<file path="config.mk">
export PLATFORM = sky130hd
export DESIGN_NAME = bram_burst_sequencer_flat
export DESIGN_NICKNAME = d
export VERILOG_FILES = /design/src/rtl/bram_burst_sequencer_if.sv /design/src/rtl/bram_burst_sequencer.sv /design/src/flat_wrapper.sv
export SDC_FILE = /design/constraint.sdc
export NUM_CORES = 1
export LEC_CHECK = 0
export CAP_MARGIN = 20
export CELL_PAD_IN_SITES_DETAIL_PLACEMENT = 1
export CELL_PAD_IN_SITES_GLOBAL_PLACEMENT = 2
export CORE_MARGIN = 2
export CORE_UTILIZATION = 39
export CTS_CLUSTER_DIAMETER = 120
export DETAILED_ROUTE_END_ITERATION = 10
export DONT_BUFFER_PORTS = 1
export PLACE_DENSITY = 0.85
export SLEW_MARGIN = 15
export SYNTH_ARGS = -nofsm -noshare
export SYNTH_HDL_FRONTEND = slang
export SYNTH_SLANG_ARGS = --single-unit
</file>
<file path="constraint.sdc">
create_clock -name clk -period 1.85 [get_ports clk]
set_input_delay 0.555 -clock clk [delete_from_list [all_inputs] [get_ports clk]]
set_output_delay 0.555 -clock clk [all_outputs]
set_load 0.005 [all_outputs]
</file>
<file path="src/rtl/bram_burst_sequencer_if.sv">
// Bus bundle for the burst sequencer: command, write/read streams and the BRAM controller side.
// The master modport is the sequencer; the slave modport is whatever surrounds it.
interface bram_burst_sequencer_if #(
    parameter int DATA_WIDTH = 32,
    parameter int ADDR_WIDTH = 10,
    parameter int LEN_WIDTH  = 11
);
    logic                  i_start;
    logic                  i_mode;
    logic [ADDR_WIDTH-1:0] i_base_addr;
    logic [LEN_WIDTH-1:0]  i_len;
    logic                  o_busy;
    logic                  o_done;
    logic                  o_timeout;
    logic [DATA_WIDTH-1:0] s_wdata;
    logic                  s_wvalid;
    logic                  s_wready;
    logic [DATA_WIDTH-1:0] m_rdata;
    logic                  m_rvalid;
    logic                  m_rready;
    logic                  ctrl_run;
    logic                  ctrl_mode;
    logic [ADDR_WIDTH-1:0] ctrl_addr;
    logic [DATA_WIDTH-1:0] ctrl_wdata;
    logic                  ctrl_idle;
    logic                  ctrl_done;
    logic                  ctrl_rvalid;
    logic [DATA_WIDTH-1:0] ctrl_rdata;

    modport master (
        input  i_start, i_mode, i_base_addr, i_len,
        input  s_wdata, s_wvalid, m_rready,
        input  ctrl_idle, ctrl_done, ctrl_rvalid, ctrl_rdata,
        output o_busy, o_done, o_timeout, s_wready, m_rdata, m_rvalid,
        output ctrl_run, ctrl_mode, ctrl_addr, ctrl_wdata
    );

    modport slave (
        output i_start, i_mode, i_base_addr, i_len,
        output s_wdata, s_wvalid, m_rready,
        output ctrl_idle, ctrl_done, ctrl_rvalid, ctrl_rdata,
        input  o_busy, o_done, o_timeout, s_wready, m_rdata, m_rvalid,
        input  ctrl_run, ctrl_mode, ctrl_addr, ctrl_wdata
    );
endinterface

</file>
<file path="src/rtl/bram_burst_sequencer.sv">
// Expands one burst command into single-word BRAM controller transactions.
// Define BRAM_SEQ_TIMEOUT_EN to add an 8-bit WAIT watchdog that aborts a stuck burst.
module bram_burst_sequencer #(
    parameter int DATA_WIDTH = 32,
    parameter int ADDR_WIDTH = 10,
    parameter int LEN_WIDTH  = 11
) (
    input logic                    clk,
    input logic                    reset_n,
    bram_burst_sequencer_if.master bus
);
    typedef enum logic [1:0] {IDLE, ISSUE, WAIT, DONE} state_e;

    state_e                state_q, state_d;
    logic                  mode_q, mode_d;
    logic [ADDR_WIDTH-1:0] cur_addr_q, cur_addr_d;
    logic [LEN_WIDTH-1:0]  remaining_q, remaining_d;
    logic                  seen_done_q, seen_done_d;
    logic                  ctrl_mode_q, ctrl_mode_d;
    logic [ADDR_WIDTH-1:0] ctrl_addr_q, ctrl_addr_d;
    logic [DATA_WIDTH-1:0] ctrl_wdata_q, ctrl_wdata_d;
    logic [DATA_WIDTH-1:0] m_rdata_q, m_rdata_d;
    logic                  m_rvalid_q, m_rvalid_d;
    logic                  o_busy_q, o_busy_d;
    logic                  o_done_q, o_done_d;
`ifdef BRAM_SEQ_TIMEOUT_EN
    logic [7:0]            wdog_q, wdog_d;
    logic                  o_timeout_q, o_timeout_d;
`endif

    logic rd_drain;
    logic fire;
    logic word_done;

    // A read may only be issued when its result has somewhere to land.
    assign rd_drain  = m_rvalid_q & bus.m_rready;
    assign fire      = (state_q == ISSUE) & bus.ctrl_idle &
                       (mode_q ? bus.s_wvalid : (~m_rvalid_q | rd_drain));
    assign word_done = (state_q == WAIT) &
                       (mode_q ? ((seen_done_q | bus.ctrl_done) & bus.ctrl_idle)
                               : bus.ctrl_rvalid);

    always_comb begin
        state_d      = state_q;
        mode_d       = mode_q;
        cur_addr_d   = cur_addr_q;
        remaining_d  = remaining_q;
        seen_done_d  = seen_done_q;
        ctrl_mode_d  = ctrl_mode_q;
        ctrl_addr_d  = ctrl_addr_q;
        ctrl_wdata_d = ctrl_wdata_q;
        m_rdata_d    = m_rdata_q;
        m_rvalid_d   = m_rvalid_q;
        o_done_d     = 1'b0;
`ifdef BRAM_SEQ_TIMEOUT_EN
        wdog_d       = wdog_q;
        o_timeout_d  = 1'b0;
`endif
        if (rd_drain) m_rvalid_d = 1'b0;

        case (state_q)
            IDLE: begin
                if (bus.i_start) begin
                    if (bus.i_len != '0) begin
                        mode_d      = bus.i_mode;
                        cur_addr_d  = bus.i_base_addr;
                        remaining_d = bus.i_len;
                        state_d     = ISSUE;
                    end else begin
                        state_d  = DONE;
                        o_done_d = 1'b1;
                    end
                end
            end
            ISSUE: begin
                if (fire) begin
                    ctrl_addr_d = cur_addr_q;
                    ctrl_mode_d = mode_q;
                    if (mode_q) ctrl_wdata_d = bus.s_wdata;
                    seen_done_d = 1'b0;
                    state_d     = WAIT;
`ifdef BRAM_SEQ_TIMEOUT_EN
                    wdog_d      = '0;
`endif
                end
            end
            WAIT: begin
                if (bus.ctrl_done) seen_done_d = 1'b1;
                if (word_done) begin
                    // Capture overlapping a drain keeps valid high with the new word.
                    if (!mode_q) begin
                        m_rdata_d  = bus.ctrl_rdata;
                        m_rvalid_d = 1'b1;
                    end
                    cur_addr_d  = cur_addr_q + ADDR_WIDTH'(1);
                    remaining_d = remaining_q - LEN_WIDTH'(1);
                    if (remaining_q == LEN_WIDTH'(1)) begin
                        state_d  = DONE;
                        o_done_d = 1'b1;
                    end else begin
                        state_d = ISSUE;
                    end
                end
`ifdef BRAM_SEQ_TIMEOUT_EN
                // wdog counts completed WAIT cycles; the 255th without progress aborts.
                else if (wdog_q == 8'd254) begin
                    state_d     = IDLE;
                    o_timeout_d = 1'b1;
                    cur_addr_d  = '0;
                    remaining_d = '0;
                    m_rvalid_d  = 1'b0;
                    m_rdata_d   = '0;
                end else begin
                    wdog_d = wdog_q + 8'd1;
                end
`endif
            end
            DONE:    state_d = IDLE;
            default: state_d = IDLE;
        endcase

        o_busy_d = (state_d != IDLE);
    end

    always_ff @(posedge clk or negedge reset_n) begin
        if (!reset_n) begin
            state_q      <= IDLE;
            mode_q       <= 1'b0;
            cur_addr_q   <= '0;
            remaining_q  <= '0;
            seen_done_q  <= 1'b0;
            ctrl_mode_q  <= 1'b0;
            ctrl_addr_q  <= '0;
            ctrl_wdata_q <= '0;
            m_rdata_q    <= '0;
            m_rvalid_q   <= 1'b0;
            o_busy_q     <= 1'b0;
            o_done_q     <= 1'b0;
`ifdef BRAM_SEQ_TIMEOUT_EN
            wdog_q       <= '0;
            o_timeout_q  <= 1'b0;
`endif
        end else begin
            state_q      <= state_d;
            mode_q       <= mode_d;
            cur_addr_q   <= cur_addr_d;
            remaining_q  <= remaining_d;
            seen_done_q  <= seen_done_d;
            ctrl_mode_q  <= ctrl_mode_d;
            ctrl_addr_q  <= ctrl_addr_d;
            ctrl_wdata_q <= ctrl_wdata_d;
            m_rdata_q    <= m_rdata_d;
            m_rvalid_q   <= m_rvalid_d;
            o_busy_q     <= o_busy_d;
            o_done_q     <= o_done_d;
`ifdef BRAM_SEQ_TIMEOUT_EN
            wdog_q       <= wdog_d;
            o_timeout_q  <= o_timeout_d;
`endif
        end
    end

    assign bus.o_busy     = o_busy_q;
    assign bus.o_done     = o_done_q;
`ifdef BRAM_SEQ_TIMEOUT_EN
    assign bus.o_timeout  = o_timeout_q;
`else
    assign bus.o_timeout  = 1'b0;
`endif
    assign bus.ctrl_run   = fire;
    assign bus.s_wready   = fire & mode_q;
    assign bus.ctrl_mode  = ctrl_mode_q;
    assign bus.ctrl_addr  = ctrl_addr_q;
    assign bus.ctrl_wdata = ctrl_wdata_q;
    assign bus.m_rdata    = m_rdata_q;
    assign bus.m_rvalid   = m_rvalid_q;
endmodule

</file>
<file path="src/flat_wrapper.sv">
// flat-port wrapper written by rule: the top's interface ports become plain ports
module bram_burst_sequencer_flat 
#(
    parameter int DATA_WIDTH = 32,
    parameter int ADDR_WIDTH = 10,
    parameter int LEN_WIDTH  = 11
)
  (clk, reset_n, bus_i_start, bus_i_mode, bus_i_base_addr, bus_i_len, bus_s_wdata, bus_s_wvalid, bus_m_rready, bus_ctrl_idle, bus_ctrl_done, bus_ctrl_rvalid, bus_ctrl_rdata, bus_o_busy, bus_o_done, bus_o_timeout, bus_s_wready, bus_m_rdata, bus_m_rvalid, bus_ctrl_run, bus_ctrl_mode, bus_ctrl_addr, bus_ctrl_wdata);
  bram_burst_sequencer_if #(.DATA_WIDTH(DATA_WIDTH), .ADDR_WIDTH(ADDR_WIDTH), .LEN_WIDTH(LEN_WIDTH)) bus_i ();
  input logic clk;
  input logic reset_n;
  input wire logic [$bits(bus_i.i_start)-1:0] bus_i_start;
  input wire logic [$bits(bus_i.i_mode)-1:0] bus_i_mode;
  input wire logic [$bits(bus_i.i_base_addr)-1:0] bus_i_base_addr;
  input wire logic [$bits(bus_i.i_len)-1:0] bus_i_len;
  input wire logic [$bits(bus_i.s_wdata)-1:0] bus_s_wdata;
  input wire logic [$bits(bus_i.s_wvalid)-1:0] bus_s_wvalid;
  input wire logic [$bits(bus_i.m_rready)-1:0] bus_m_rready;
  input wire logic [$bits(bus_i.ctrl_idle)-1:0] bus_ctrl_idle;
  input wire logic [$bits(bus_i.ctrl_done)-1:0] bus_ctrl_done;
  input wire logic [$bits(bus_i.ctrl_rvalid)-1:0] bus_ctrl_rvalid;
  input wire logic [$bits(bus_i.ctrl_rdata)-1:0] bus_ctrl_rdata;
  output wire logic [$bits(bus_i.o_busy)-1:0] bus_o_busy;
  output wire logic [$bits(bus_i.o_done)-1:0] bus_o_done;
  output wire logic [$bits(bus_i.o_timeout)-1:0] bus_o_timeout;
  output wire logic [$bits(bus_i.s_wready)-1:0] bus_s_wready;
  output wire logic [$bits(bus_i.m_rdata)-1:0] bus_m_rdata;
  output wire logic [$bits(bus_i.m_rvalid)-1:0] bus_m_rvalid;
  output wire logic [$bits(bus_i.ctrl_run)-1:0] bus_ctrl_run;
  output wire logic [$bits(bus_i.ctrl_mode)-1:0] bus_ctrl_mode;
  output wire logic [$bits(bus_i.ctrl_addr)-1:0] bus_ctrl_addr;
  output wire logic [$bits(bus_i.ctrl_wdata)-1:0] bus_ctrl_wdata;
  assign bus_i.i_start = bus_i_start;
  assign bus_i.i_mode = bus_i_mode;
  assign bus_i.i_base_addr = bus_i_base_addr;
  assign bus_i.i_len = bus_i_len;
  assign bus_i.s_wdata = bus_s_wdata;
  assign bus_i.s_wvalid = bus_s_wvalid;
  assign bus_i.m_rready = bus_m_rready;
  assign bus_i.ctrl_idle = bus_ctrl_idle;
  assign bus_i.ctrl_done = bus_ctrl_done;
  assign bus_i.ctrl_rvalid = bus_ctrl_rvalid;
  assign bus_i.ctrl_rdata = bus_ctrl_rdata;
  assign bus_o_busy = bus_i.o_busy;
  assign bus_o_done = bus_i.o_done;
  assign bus_o_timeout = bus_i.o_timeout;
  assign bus_s_wready = bus_i.s_wready;
  assign bus_m_rdata = bus_i.m_rdata;
  assign bus_m_rvalid = bus_i.m_rvalid;
  assign bus_ctrl_run = bus_i.ctrl_run;
  assign bus_ctrl_mode = bus_i.ctrl_mode;
  assign bus_ctrl_addr = bus_i.ctrl_addr;
  assign bus_ctrl_wdata = bus_i.ctrl_wdata;
  bram_burst_sequencer #(.DATA_WIDTH(DATA_WIDTH), .ADDR_WIDTH(ADDR_WIDTH), .LEN_WIDTH(LEN_WIDTH)) u_core (.clk(clk), .reset_n(reset_n), .bus(bus_i));
endmodule
</file>
* Word-level counts from Yosys, hierarchy flattened
Index checks and enable logic that the tools add are counted.
Word-level totals: register bits 103, word-level logic and storage cells 72, input port bits 94, output and inout bits 81
Cells by class: muxes and demuxes 28, add/subtract/negate cells 2, bitwise logic cells 10, reduce and logical (&&, ||, !) cells 11, equality and inequality tests 9
Operator list (number):
- two-way mux 11 bit | 3
- two-way mux 10 bit | 3
- one-hot mux 11 bit (2 select lines) | 1
- one-hot mux 10 bit (2 select lines) | 1
- two-way mux 1 bit | 12
- AND reduction 3 bit | 4
- equality test 11 x 1 -> 1 bit, second input constant | 1
- nonzero test 11 bit | 1
- subtractor 11 x 1 -> 11 bit, second input constant | 1
- adder 10 x 1 -> 10 bit, second input constant | 1
- two-way mux 2 bit | 5
- one-hot mux 2 bit (4 select lines) | 1
- bitwise AND 1 bit | 6
- inequality test 2 x 1 -> 1 bit, second input constant | 3
- nonzero test 2 bit | 3
- equality test 2 bit, second input constant | 2
- inequality test 2 bit, second input constant | 2
- one-hot mux 1 bit (2 select lines) | 2
- AND reduction 4 bit | 1
- equality test 2 x 1 -> 1 bit, second input constant | 1
- zero test 2 bit | 1
- inverter 1 bit | 2
- bitwise OR 1 bit | 2
- AND reduction 2 bit | 1

* Longest topological paths before layout
depth after elaboration 7, depth in mapped cells 6, mapped depth without buffers 6

* Worst setup path after synthesis
OpenSTA, ideal clock, no wires.
kind in2reg, from in bus_i_len[1], to reg u_core.cur_addr_q[2], data required time 1.723 ns, slack -0.195 ns, path buffers 1, stages 5, arrival 1.918 ns, cells stage by stage or4_4 > o31ai_4 > buf_4 > a21oi_1 > o2bb2a_1
Between the ends: word-level cells in the longest chain between the ends 3
Ends and longest elaborated chain:
- start: declaration | RTL line flat_wrapper.sv:15 | input wire logic [$bits(bus_i.i_len)-1:0] bus_i_len;
- nonzero test 11 bit | RTL line bram_burst_sequencer.sv:64 | if (bus.i_len != '0) begin
- inequality test 2 x 1 -> 1 bit (no line)
- AND reduction 4 bit (no line)
- end signal: assignment | RTL line bram_burst_sequencer.sv:146 | cur_addr_q <= cur_addr_d;
- end: declaration | RTL line bram_burst_sequencer.sv:16 | logic [ADDR_WIDTH-1:0] cur_addr_q, cur_addr_d;
Every way passes these cells. A chain may end at the register's enable or synchronous reset.

* Worst setup path in the final report
from reg u_core.state_q[1], to out bus_ctrl_run
Between the ends: word-level cells in the longest chain between the ends 3
Ends and longest elaborated chain:
- start: declaration | RTL line bram_burst_sequencer.sv:14 | state_e state_q, state_d;
- start signal: assignment | RTL line bram_burst_sequencer.sv:144 | state_q <= state_d;
- equality test 2 x 1 -> 1 bit | RTL line bram_burst_sequencer.sv:37 | assign fire = (state_q == ISSUE) & bus.ctrl_idle &
- bitwise AND 1 bit (2 in series) | RTL line bram_burst_sequencer.sv:37
- end: declaration | RTL line flat_wrapper.sv:29 | output wire logic [$bits(bus_i.ctrl_run)-1:0] bus_ctrl_run;
Every way passes these cells.

==> impl_metrics.json <==
{
  "final_cell_mix": "102 x dfrtp_1, 74 x mux2_2, 24 x buf_4",
  "tritoncts": "yes",
  "top_usage_layer": "met2",
  "wl_um": 10900,
  "outcome": "finished with violations",
  "dr.pass1.iters": 4,
  "final-hold-violation-count": 103,
  "fmax_ghz": 0.548,
  "startpoint_type": "flop",
  "setup_violations": 0,
  "wl_per_cell_um": 21.2,
  "dieArea_mm2": 0.0124,
  "yosysWarnings": 0,
  "finalSetupTns_ns": 0,
  "violations": "negative hold slack",
  "clk_latency_ns": 0.34,
  "min_path_type": "primary input to asynchronous set/reset pin",
  "grt_pass1_vias": 3227,
  "gr-usage-met1_pct": 21.6,
  "htree_levels": 3,
  "crit_fanout": 6,
  "diodes": 0,
  "die_w_um": 111,
  "die_h_um": 111,
  "ios": 175,
  "cts_root_buf": "clkbuf_16",
  "layout_setup_ws_ns": 0.0245,
  "postSynth.asyncResetShare_pct": 100,
  "grt_pass1_wl_um": 17300,
  "nets": 464,
  "numCtsBuffers": 9,
  "stdcell_area_mm2": 0.00517,
  "setup.worst_path.start": "u_core.state_q[1]$_DFF_PN0_",
  "clk_pin_slew_ns": 0.07,
  "drive_gt1_share_pct": 36.7,
  "cts.path.max_buffers": 2,
  "p_leak_nw": 2.18,
  "yosysSeqAreaShare_pct": 57.4,
  "synth_fp_nets": 448,
  "synth_ff_type": "dfrtp_1",
  "max_cap_violations": 0,
  "grt_use_met3_pct": 3.70,
  "syn-instance-count": 351,
  "place_congestion": 0.812,
  "syn_area_mm2": 0.00449,
  "grt_setup_unrepaired": "yes",
  "peakVddDrop_uv": 648,
  "grt_antenna_before_repair": 0,
  "cp_data_arrival_time_ns": 1.27,
  "vias_per_cell": 5.73,
  "layout_commonest_cell": "dfrtp_1",
  "syn_to_final_growth_pct": 15.1,
  "fillers": 1192,
  "holdWs_ns": -0.101,
  "clock_skew_ns": 0.00958,
  "use_met2_pct": 30.7,
  "dr_total_vias": 2945,
  "grt_usage_pct": 17.7,
  "synth.distinct_cells": 47,
  "dpl.hpwl_um": 7920,
  "endpoint_kind": "primary output",
  "slew_violations": 0,
  "grt_max_degree": 104,
  "finalCriticalPeriod_ns": 1.83,
  "place_ws_ns": -0.292,
  "drt_iter0_drc": 85,
  "ys_seq_elements": 103,
  "critPathKind": "flop to primary output",
  "ant_nets": 0,
  "placed_area_mm2": 0.00482,
  "drc": 0,
  "grt-ovfl-total": 0,
  "synth-edff-count": 0,
  "rows": 39,
  "rr_startpoint": "u_core.remaining_q[3]$_DFFE_PN0P_",
  "post-route-period-util_pct": 98.7,
  "synth_area_per_cell_um2": 12.8,
  "powerDensity_mw_per_mm2": 1690,
  "worstPathRequired_ns": 1.29,
  "io_buffers": 0,
  "fp.coreArea_mm2": 0.0113,
  "clock-sinks": 103,
  "initial_core_util_pct": 39.7
}
## final cells by class
type / instances / area, um^2 / share of cell area, %
Clock inverter: 5 / 41.3 / 0.799
Multi-Input combinational cell: 222 / 1880 / 36.3
Tap cell: 143 / 179 / 3.46
Clock buffer: 10 / 239 / 4.62
Timing Repair Buffer: 27 / 240 / 4.65
Sequential cell: 103 / 2580 / 49.9
Inverter: 4 / 15.0 / 0.290
## sequential cells by signal (all words and copies together), names as in the netlist, 2 cells and up
signal / count
u_core.bus.ctrl_wdata: 32
u_core.bus.m_rdata: 32
u_core.remaining_q: 11
u_core.bus.ctrl_addr: 10
u_core.cur_addr_q: 10
u_core.state_q: 2
## kinds of logic (layout without fill, tap and decap cells)
family / Yosys count / after routing / share of synthesized area, %
other: 1 / 1 / 0.0835
AND/OR/NAND/NOR: 67 / 67 / 8.02
buffers and inverters: 27 / 46 / 2.76
flip-flops: 103 / 103 / 57.4
AO/OA/AOI/OAI: 73 / 74 / 11.7
multiplexers: 77 / 77 / 19.2
adder cells (fa/ha/maj): 3 / 3 / 0.836
## what timing repair did
| item | in CTS | in global routing |
|---|---|---|
| setup endpoints to repair | 6 | 16 |
| setup buffers | 2 | 0 |
| gates resized for setup | 4 | 5 |
| hold endpoints to repair | 103 | 103 |
| gates cloned | 1 | 0 |
| pin swaps | 1 | 0 |
## critical path, cell delays in order, from the launching register on
cell and delay (ns):
dfrtp_1 0.41, nor2b_2 0.17, o2111a_2 0.35
## where the power goes
group	internal, mW	switching, mW	total [mW]
logic	1.50	1.19	2.68
registers	3.35	0.921	4.28
clock network	0.954	0.834	1.79
total	5.80	2.94	8.75
## synthesized netlist by cell type, types with 3 or more instances
library cell,count,area (um^2)
nor3_1,5,25.0
nor2_1,18,67.6
nand4_1,3,18.8
o211ai_1,3,22.5
dfrtp_1,103,2580
mux2_2,75,845
a2bb2oi_1,4,35.0
clkbuf_1,12,45.0
a21oi_1,14,70.1
buf_2,6,30.0
a22oi_1,7,52.6
o2bb2a_1,4,40.0
nand2_1,7,26.3
nor2b_1,3,18.8
nand3_1,7,35.0
or3_1,4,25.0
a31oi_1,8,50.1
inv_1,4,15.0
nor4_1,3,18.8
o22a_1,6,52.6
nand2b_1,6,37.5
ha_1,3,37.5
o21ai_0,11,55.1
## stage by stage
stage / util [%] / power [mW] / instances
after CTS: 45.4 / 8.86 / 514
final: 45.7 / 8.75 / 514
after floorplan: - / 5.99 / 351
after global placement: 42.6 / 6.74 / 496
after detailed placement: 42.6 / 6.97 / 496
after global routing: 45.7 / 9.33 / 514
## metal layers
layer	vias to the layer above	share of wire (%)
met5	-	0
met2	109	50
met4	0	1.9
met1	1483	42
li1	1338	-
met3	15	6.2
## path summary, 6_finish.rpt
kind	to	slack, ns	cells past startpoint
max in group asynchronous	u_core.bus.m_rdata[20]$_DFFE_PN0P_	1.80	0
max	bus_ctrl_run	0.02	2
max reg2reg	u_core.bus.o_busy$_DFF_PN0_	0.09	5
min	u_core.bus.ctrl_addr[9]$_DFFE_PN0P_	-0.10	0
min reg2reg	u_core.seen_done_q$_DFFE_PN0P_	0.51	2
min in group clk	u_core.bus.ctrl_wdata[29]$_DFFE_PN0P_	0.36	1
Power figures use the tool's default switching activity.
